<file path="src/rtl/fibgen_core_if.sv">
`default_nettype none
// ============================================================================
// Module      : fibgen_core_if
// Description : Tester-side bundle for the Fibonacci generator.
//               enable   - advance one term per enabled clock (tester -> DUT)
//               monitor  - current term, WIDTH bits          (DUT -> tester)
//               term_cnt - terms since reset/restart, 8 bits (DUT -> tester)
//               wrap     - one-cycle restart pulse           (DUT -> tester)
//               ovf      - sticky overflow flag              (DUT -> tester)
//               Modports: master = tester, slave = generator.
// Revision    : 1.0 - initial release
// ============================================================================
interface fibgen_core_if #(
  parameter int WIDTH = 8
);
  logic             enable;
  logic [WIDTH-1:0] monitor;
  logic [7:0]       term_cnt;
  logic             wrap;
  logic             ovf;

  modport master (
    output enable,
    input  monitor,
    input  term_cnt,
    input  wrap,
    input  ovf
  );

  modport slave (
    input  enable,
    output monitor,
    output term_cnt,
    output wrap,
    output ovf
  );
endinterface
`default_nettype wire

</file>
<file path="src/rtl/fibgen_core.sv">
`default_nettype none
// ============================================================================
// Module      : fibgen_core
// Description : Fibonacci sequence generator, one term per enabled clock.
//               Halts with a sticky overflow flag when the next term cannot
//               be represented in WIDTH bits. Optional auto-restart above
//               LIMIT is compiled in when FIBGEN_AUTOWRAP_EN is defined.
// Ports       : clock - rising-edge clock
//               reset - synchronous active-high reset
//               bus   - fibgen_core_if.slave (enable in; monitor, term_cnt,
//                       wrap, ovf out; all outputs registered)
// Parameters  : WIDTH - term width (default 8)
//               LIMIT - restart threshold, macro builds only (default 128)
// Macro       : FIBGEN_AUTOWRAP_EN - enables restart-at-LIMIT and wrap pulse
// Revision    : 1.0 - initial release
// ============================================================================
module fibgen_core #(
  parameter int WIDTH = 8,
  parameter int LIMIT = 128
) (
  input  wire logic       clock,
  input  wire logic       reset,
  fibgen_core_if.slave    bus
);

  typedef enum logic [1:0] {
    IDLE = 2'd0,
    RUN  = 2'd1,
    HALT = 2'd2
  } state_t;

  state_t           r_state, w_state_nxt;
  logic [WIDTH-1:0] r_cur,   w_cur_nxt;
  logic [WIDTH:0]   r_nxt,   w_nxt_nxt;
  logic [7:0]       r_cnt,   w_cnt_nxt;
  logic             r_ovf,   w_ovf_nxt;
  logic             r_wrap,  w_wrap_nxt;

  // r_nxt[WIDTH] is clear whenever this sum is used, so it cannot exceed
  // WIDTH+1 bits.
  logic [WIDTH:0]   w_sum;
  assign w_sum = {1'b0, r_cur} + r_nxt;

`ifdef FIBGEN_AUTOWRAP_EN
  localparam logic [WIDTH:0] c_limit = (WIDTH+1)'(LIMIT);
  logic w_restart;
  assign w_restart = (r_state == RUN) && ({1'b0, r_cur} > c_limit);
`else
  // LIMIT only matters for the restart logic; keep it referenced.
  localparam int c_unused_limit = LIMIT;
  logic w_restart;
  assign w_restart = 1'b0;
`endif

  always_comb begin
    w_state_nxt = r_state;
    w_cur_nxt   = r_cur;
    w_nxt_nxt   = r_nxt;
    w_cnt_nxt   = r_cnt;
    w_ovf_nxt   = r_ovf;
    w_wrap_nxt  = 1'b0;

    case (r_state)
      IDLE, RUN: begin
        if (bus.enable) begin
          if (w_restart) begin
            // Restart wins over the overflow check.
            w_cur_nxt   = '0;
            w_nxt_nxt   = {{WIDTH{1'b0}}, 1'b1};
            w_cnt_nxt   = 8'd0;
            w_wrap_nxt  = 1'b1;
            w_state_nxt = RUN;
          end else if (r_nxt[WIDTH]) begin
            // Next term is not representable: freeze and flag.
            w_ovf_nxt   = 1'b1;
            w_state_nxt = HALT;
          end else begin
            w_cur_nxt   = r_nxt[WIDTH-1:0];
            w_nxt_nxt   = w_sum;
            w_cnt_nxt   = (r_cnt == 8'hFF) ? r_cnt : r_cnt + 8'd1;
            w_state_nxt = RUN;
          end
        end
      end
      default: begin
        // HALT: everything holds until reset.
      end
    endcase
  end

  always_ff @(posedge clock) begin
    if (reset) begin
      r_state <= IDLE;
      r_cur   <= '0;
      r_nxt   <= {{WIDTH{1'b0}}, 1'b1};
      r_cnt   <= 8'd0;
      r_ovf   <= 1'b0;
      r_wrap  <= 1'b0;
    end else begin
      r_state <= w_state_nxt;
      r_cur   <= w_cur_nxt;
      r_nxt   <= w_nxt_nxt;
      r_cnt   <= w_cnt_nxt;
      r_ovf   <= w_ovf_nxt;
      r_wrap  <= w_wrap_nxt;
    end
  end

  assign bus.monitor  = r_cur;
  assign bus.term_cnt = r_cnt;
  assign bus.ovf      = r_ovf;
`ifdef FIBGEN_AUTOWRAP_EN
  assign bus.wrap     = r_wrap;
`else
  // wrap can never be set without the restart logic; the tie-off makes the
  // output a constant for the tester.
  logic w_unused_wrap;
  assign w_unused_wrap = r_wrap;
  assign bus.wrap      = 1'b0;
`endif

endmodule
`default_nettype wire

</file>
<file path="src/flat_wrapper.sv">
// flat-port wrapper written by rule: the top's interface ports become plain ports
module fibgen_core_flat 
#(
  parameter int WIDTH = 8,
  parameter int LIMIT = 128
)
  (clock, reset, bus_enable, bus_monitor, bus_term_cnt, bus_wrap, bus_ovf);
  fibgen_core_if #(.WIDTH(WIDTH)) bus_i ();
  input  wire logic clock;
  input  wire logic reset;
  input wire logic [$bits(bus_i.enable)-1:0] bus_enable;
  output wire logic [$bits(bus_i.monitor)-1:0] bus_monitor;
  output wire logic [$bits(bus_i.term_cnt)-1:0] bus_term_cnt;
  output wire logic [$bits(bus_i.wrap)-1:0] bus_wrap;
  output wire logic [$bits(bus_i.ovf)-1:0] bus_ovf;
  assign bus_i.enable = bus_enable;
  assign bus_monitor = bus_i.monitor;
  assign bus_term_cnt = bus_i.term_cnt;
  assign bus_wrap = bus_i.wrap;
  assign bus_ovf = bus_i.ovf;
  fibgen_core #(.WIDTH(WIDTH), .LIMIT(LIMIT)) u_core (.clock(clock), .reset(reset), .bus(bus_i));
endmodule
</file>
<file path="config.mk">
export PLATFORM = sky130hd
export DESIGN_NAME = fibgen_core_flat
export DESIGN_NICKNAME = d
export VERILOG_FILES = /design/src/rtl/fibgen_core_if.sv /design/src/rtl/fibgen_core.sv /design/src/flat_wrapper.sv
export SDC_FILE = /design/constraint.sdc
export NUM_CORES = 1
export LEC_CHECK = 0
export BUFFER_PORTS_ARGS = -buffer_cell sky130_fd_sc_hd__buf_2
export CAP_MARGIN = 40
export CORE_ASPECT_RATIO = 0.6
export CORE_MARGIN = 3
export CORE_UTILIZATION = 59
export CTS_CLUSTER_SIZE = 40
export DETAILED_ROUTE_END_ITERATION = 16
export PLACE_DENSITY_LB_ADDON = 0.1
export SYNTH_ARGS = -nofsm -noshare
export SYNTH_HDL_FRONTEND = slang
export SYNTH_SLANG_ARGS = --single-unit
export TNS_END_PERCENT = 10
</file>
<file path="constraint.sdc">
create_clock -name clock -period 3.83 [get_ports clock]
set_clock_uncertainty 0.05 [all_clocks]
set_input_delay 0 -clock clock [delete_from_list [all_inputs] [get_ports clock]]
set_output_delay 0 -clock clock [all_outputs]
set_load 0.01 [all_outputs]
</file>
After elaboration in Yosys (flattened, before gate mapping)
Index checks and enable logic that the tools add are counted.
Word-level totals
  flip-flop bits (word level): 28
  input bits: 3
  output and inout bits: 18
Cells by class
  $add $sub $neg: 2
  equal/unequal tests: 2
  mux-type cells: 2
  bitwise gates (word level): 2
  reduce and logical (&&, ||, !) cells: 6
Operator list (count)
  adder 8 x 9 -> 9 bit: 1
  2-to-1 mux 9 bit: 1
  adder 8 x 1 -> 8 bit (second input constant): 1
  equality test 8 bit (second input constant): 1
  AND reduction 3 bit: 2
  AND reduction 4 bit: 1
  equality test 2 x 1 -> 1 bit (second input constant): 1
  zero test 2 bit: 1
  2-to-1 mux 2 bit: 1
  NOT 1 bit: 2
  AND reduction 2 bit: 1
  OR reduction 2 bit: 1

Longest topological paths before layout
  depth in word-level cells: 3
  depth in mapped cells: 7

Worst setup path after synthesis
No wires, ideal clock.
  path kind: register to register
  from: register u_core.r_cur[0], in the netlist u_core.bus.monitor[0]
  to: register u_core.r_nxt[4]
  library setup time: 0.070 ns
  arrival: 1.635 ns
  data required time: 3.710 ns
  slack: 2.075 ns
  cell stages (with the launch flop): 8
  clock period less this slack: 1.755 ns
  path through: dfxtp_1 > ha_1 > inv_1 > fa_1 > nor2b_1 > o21ai_0 > a211o_1 > a21oi_1
Between the ends
  cells in the longest elaborated chain, start to end: 1
RTL lines
  from (decl): RTL line fibgen_core.sv:33  | logic [WIDTH-1:0] r_cur, w_cur_nxt;
  from (signal assigned): RTL line fibgen_core.sv:101  | r_cur <= w_cur_nxt;
  adder 8 x 9 -> 9 bit: RTL line fibgen_core.sv:42  | assign w_sum = {1'b0, r_cur} + r_nxt;
  to (signal assigned): RTL line fibgen_core.sv:95  | r_nxt <= {{WIDTH{1'b0}}, 1'b1};
  to (signal assigned): RTL line fibgen_core.sv:102  | r_nxt <= w_nxt_nxt;
  to (decl): RTL line fibgen_core.sv:34  | logic [WIDTH:0] r_nxt, w_nxt_nxt;
Every way passes these cells.
A chain may end at the register's enable or synchronous reset.

Worst setup path in the final report
  from: register u_core.r_nxt[8]
  to: register u_core.r_cnt[7], in the netlist u_core.bus.term_cnt[7]
Between the ends
  cells in the longest elaborated chain, start to end: 2
RTL lines
  NOT 1 bit (no source line)
  AND reduction 4 bit (no source line)
  to (signal assigned): RTL line fibgen_core.sv:103  | r_cnt <= w_cnt_nxt;
  to (decl): RTL line fibgen_core.sv:35  | logic [7:0] r_cnt, w_cnt_nxt;
Every way passes these cells.

==> impl_metrics.env <==
export IMPL_status="finished clean"
export IMPL_chipHeight_um=43.8
export IMPL_grt_pass1_vias=1224
export IMPL_initial_core_util=0.687
export IMPL_die_area_um2=3020
export IMPL_maxSlewViolCount=0
export IMPL_diodes=0
export IMPL_post_cts_resized=0
export IMPL_cp_max_fo=18
export IMPL_clk_path_buf_depth=2
export IMPL_synth_distinct_cells=42
export IMPL_netlist_area_um2=1400
export IMPL_grt_pass1_wl_um=5360
export IMPL_p_per_area_nw_per_um2=329
export IMPL_worst_setup_path_type="flip-flop to flip-flop"
export IMPL_grt_overflow=0
export IMPL_crit_buf_inv=0
export IMPL_multi_input_area_um2=813
export IMPL_leakage_uw=0.000633
export IMPL_hp_class="input pin to flip-flop"
export IMPL_ys_top_cells_by_area="dfxtp_1 (39%), ha_1 (8.0%), a21oi_1 (7.5%), nand2_1 (7.2%), nor2_1 (3.2%)"
export IMPL_fillers=155
export IMPL_slowest_stage="nor3b_4"
export IMPL_die_w_um=68.9
export IMPL_clkTransAtPathRegs_ns=0.10
export IMPL_placedCellCount=208
export IMPL_finalHoldViolations=0
export IMPL_max_cap_viol_count=0
export IMPL_ys_ff_latch=27
export IMPL_drtPass1Iterations=5
export IMPL_arrival_ns=2.38
export IMPL_period_share=0.581
export IMPL_path_delay_family="simple AND/OR/NAND/NOR gates"
export IMPL_clk_latency_ns=0.28
export IMPL_rows=12
export IMPL_fmax_ghz=0.450
export IMPL_track_usage=0.231
export IMPL_ir_drop_uv=291
export IMPL_io_buffer_count=19
export IMPL_start_kind="flip-flop"
export IMPL_gp_congestion=0.802
export IMPL_period_needed_ns=2.22
export IMPL_final_antenna_net_count=0
export IMPL_drt_total_wl_um=3280
export IMPL_syn_nets=181
export IMPL_setup_tns_ns=0
export IMPL_drc=0
export IMPL_avgRoutedWirePerCell_um=15.4
export IMPL_grt_start_max_net_pins=28
export IMPL_syn_inst=168
export IMPL_routed_via_density=6.17
export IMPL_cts_inserted_buffers=3
export IMPL_drive_gt1_frac=0.151
export IMPL_synth_area_leader_cell="dfxtp_1"
export IMPL_area_growth_pct=11.4
export IMPL_synth_top_cell_area_share=0.385
export IMPL_max_slew_margin=0.501
export IMPL_stdcell_count=213
export IMPL_cts_root_buf="clkbuf_8"
export IMPL_cp_required_ns=3.99
export IMPL_cp_cell_sequence="nor3b_4, o31ai_2, or4_1, a21oi_1"
export IMPL_cts_setup_buffers=0
export IMPL_dp_hpwl_um=2400
export IMPL_rsz0062_at_grt="false"
export IMPL_setup_viol=0
export IMPL_cpPeakStageDelay_ns=0.65
export IMPL_num_vias=1315
export IMPL_syn_area_per_cell_um2=8.35
export IMPL_initialDrtViolationCount=98
export IMPL_ys_seq_area_frac=0.385
export IMPL_cts_tree="built"
export IMPL_core_um2=2040
export IMPL_final_cell_mix="nand2_1 (27), dfxtp_1 (27), a21oi_1 (21)"
export IMPL_ctsHtreeMaxLevel=1
export IMPL_ff_latch_area_um2=541
export IMPL_grt_antenna_before_repair=0
export IMPL_yosys_warnings=0
export IMPL_nets=199
export IMPL_pin_count=21
export IMPL_cts_sinks=27
export IMPL_endpoint_kind="flip-flop"
export IMPL_worst_pin_slew_ns=0.747
registers in the layout, summed over array words and instances, names as in the netlist:
register / count
u_core.bus.ovf: 1
u_core.r_state: 1
u_core.bus.monitor: 8
u_core.r_nxt: 9
u_core.bus.term_cnt: 8
routing by layer:
metal,track usage,share of wire
met4,0.0543,0.011
met2,0.350,0.44
met5,0,0
met3,0.0648,0.078
met1,0.324,0.47
power by group:
| group | switching [µW] | internal, µW |
|---|---|---|
| registers | 7.11 | 287 |
| logic | 31.1 | 18.0 |
| clock network | 94.5 | 76.5 |
synth_stat cells (all sizes together):
| cell type | count |
|---|---|
| xnor2 | 1 |
| a21oi | 21 |
| nor2b | 2 |
| nor3 | 2 |
| mux2i | 1 |
| o211a | 1 |
| nor3b | 1 |
| a21o | 1 |
| buf | 1 |
| fa | 1 |
| a211oi | 2 |
| or2 | 2 |
| conb | 1 |
| o211ai | 3 |
| o21ai | 6 |
| nand4b | 1 |
| clkinv | 1 |
| nand3 | 6 |
| a21boi | 1 |
| or4 | 1 |
| a31oi | 1 |
| nand4 | 1 |
| xor2 | 2 |
| o31ai | 3 |
| or3b | 1 |
| o311ai | 1 |
| nor2 | 12 |
| nor4b | 1 |
| nand2 | 27 |
| nand3b | 2 |
| inv | 4 |
| o21bai | 1 |
| or3 | 5 |
| ha | 9 |
| o21a | 2 |
| o41ai | 2 |
| dfxtp | 27 |
| o31a | 1 |
| clkbuf | 6 |
| a211o | 3 |
| o2111ai | 1 |
logic make-up after synthesis:
group,synth area share
other,0.00267
AO/OA/AOI/OAI,0.231
multiplexers,0.00714
AND/OR/NAND/NOR,0.226
adder cells (fa/ha/maj),0.0946
flip-flops,0.385
XOR/XNOR,0.0187
buffers and inverters,0.0348
layout make-up:
type,instances,share of cell area
multi-input cells,129,0.520
inverters,5,0.0120
clock inverters,1,0.00560
clock buffers,3,0.0264
repair buffers,20,0.0673
flip-flops and latches,27,0.346
well taps,28,0.0224
worst paths after layout:
kind	from	endpoint	slack [ns]	depth (start not counted)
worst max-delay path	u_core.r_nxt[8]	u_core.bus.term_cnt[7]	1.61	4
worst min-delay path	reset	u_core.r_state[1]	0.09	2
worst max register to register	u_core.r_nxt[8]	u_core.bus.term_cnt[7]	1.61	4
worst min register to register	u_core.bus.monitor[6]	u_core.bus.monitor[6]	0.43	2
timing repair:
| action | CTS | global route |
|---|---|---|
| endpoints found under the hold margin | 1 | 0 |
| setup endpoints to repair | 0 | 0 |
| hold buffers | 1 | 0 |
per-stage QoR:
stage	worst slack [ns]	power [µW]	util	area [µm²]	hold slack, ns
2_1_floorplan	2.07	335	-	1400	0.0947
3_3_place_gp	1.77	346	0.736	1500	0.219
3_5_place_dp	1.70	348	0.736	1500	0.231
4_1_cts	1.65	517	0.765	1560	0.0822
5_1_grt	1.44	534	0.765	1560	0.101
6_report	1.61	514	0.765	1560	0.0901
Power figures use the tool's default switching activity.
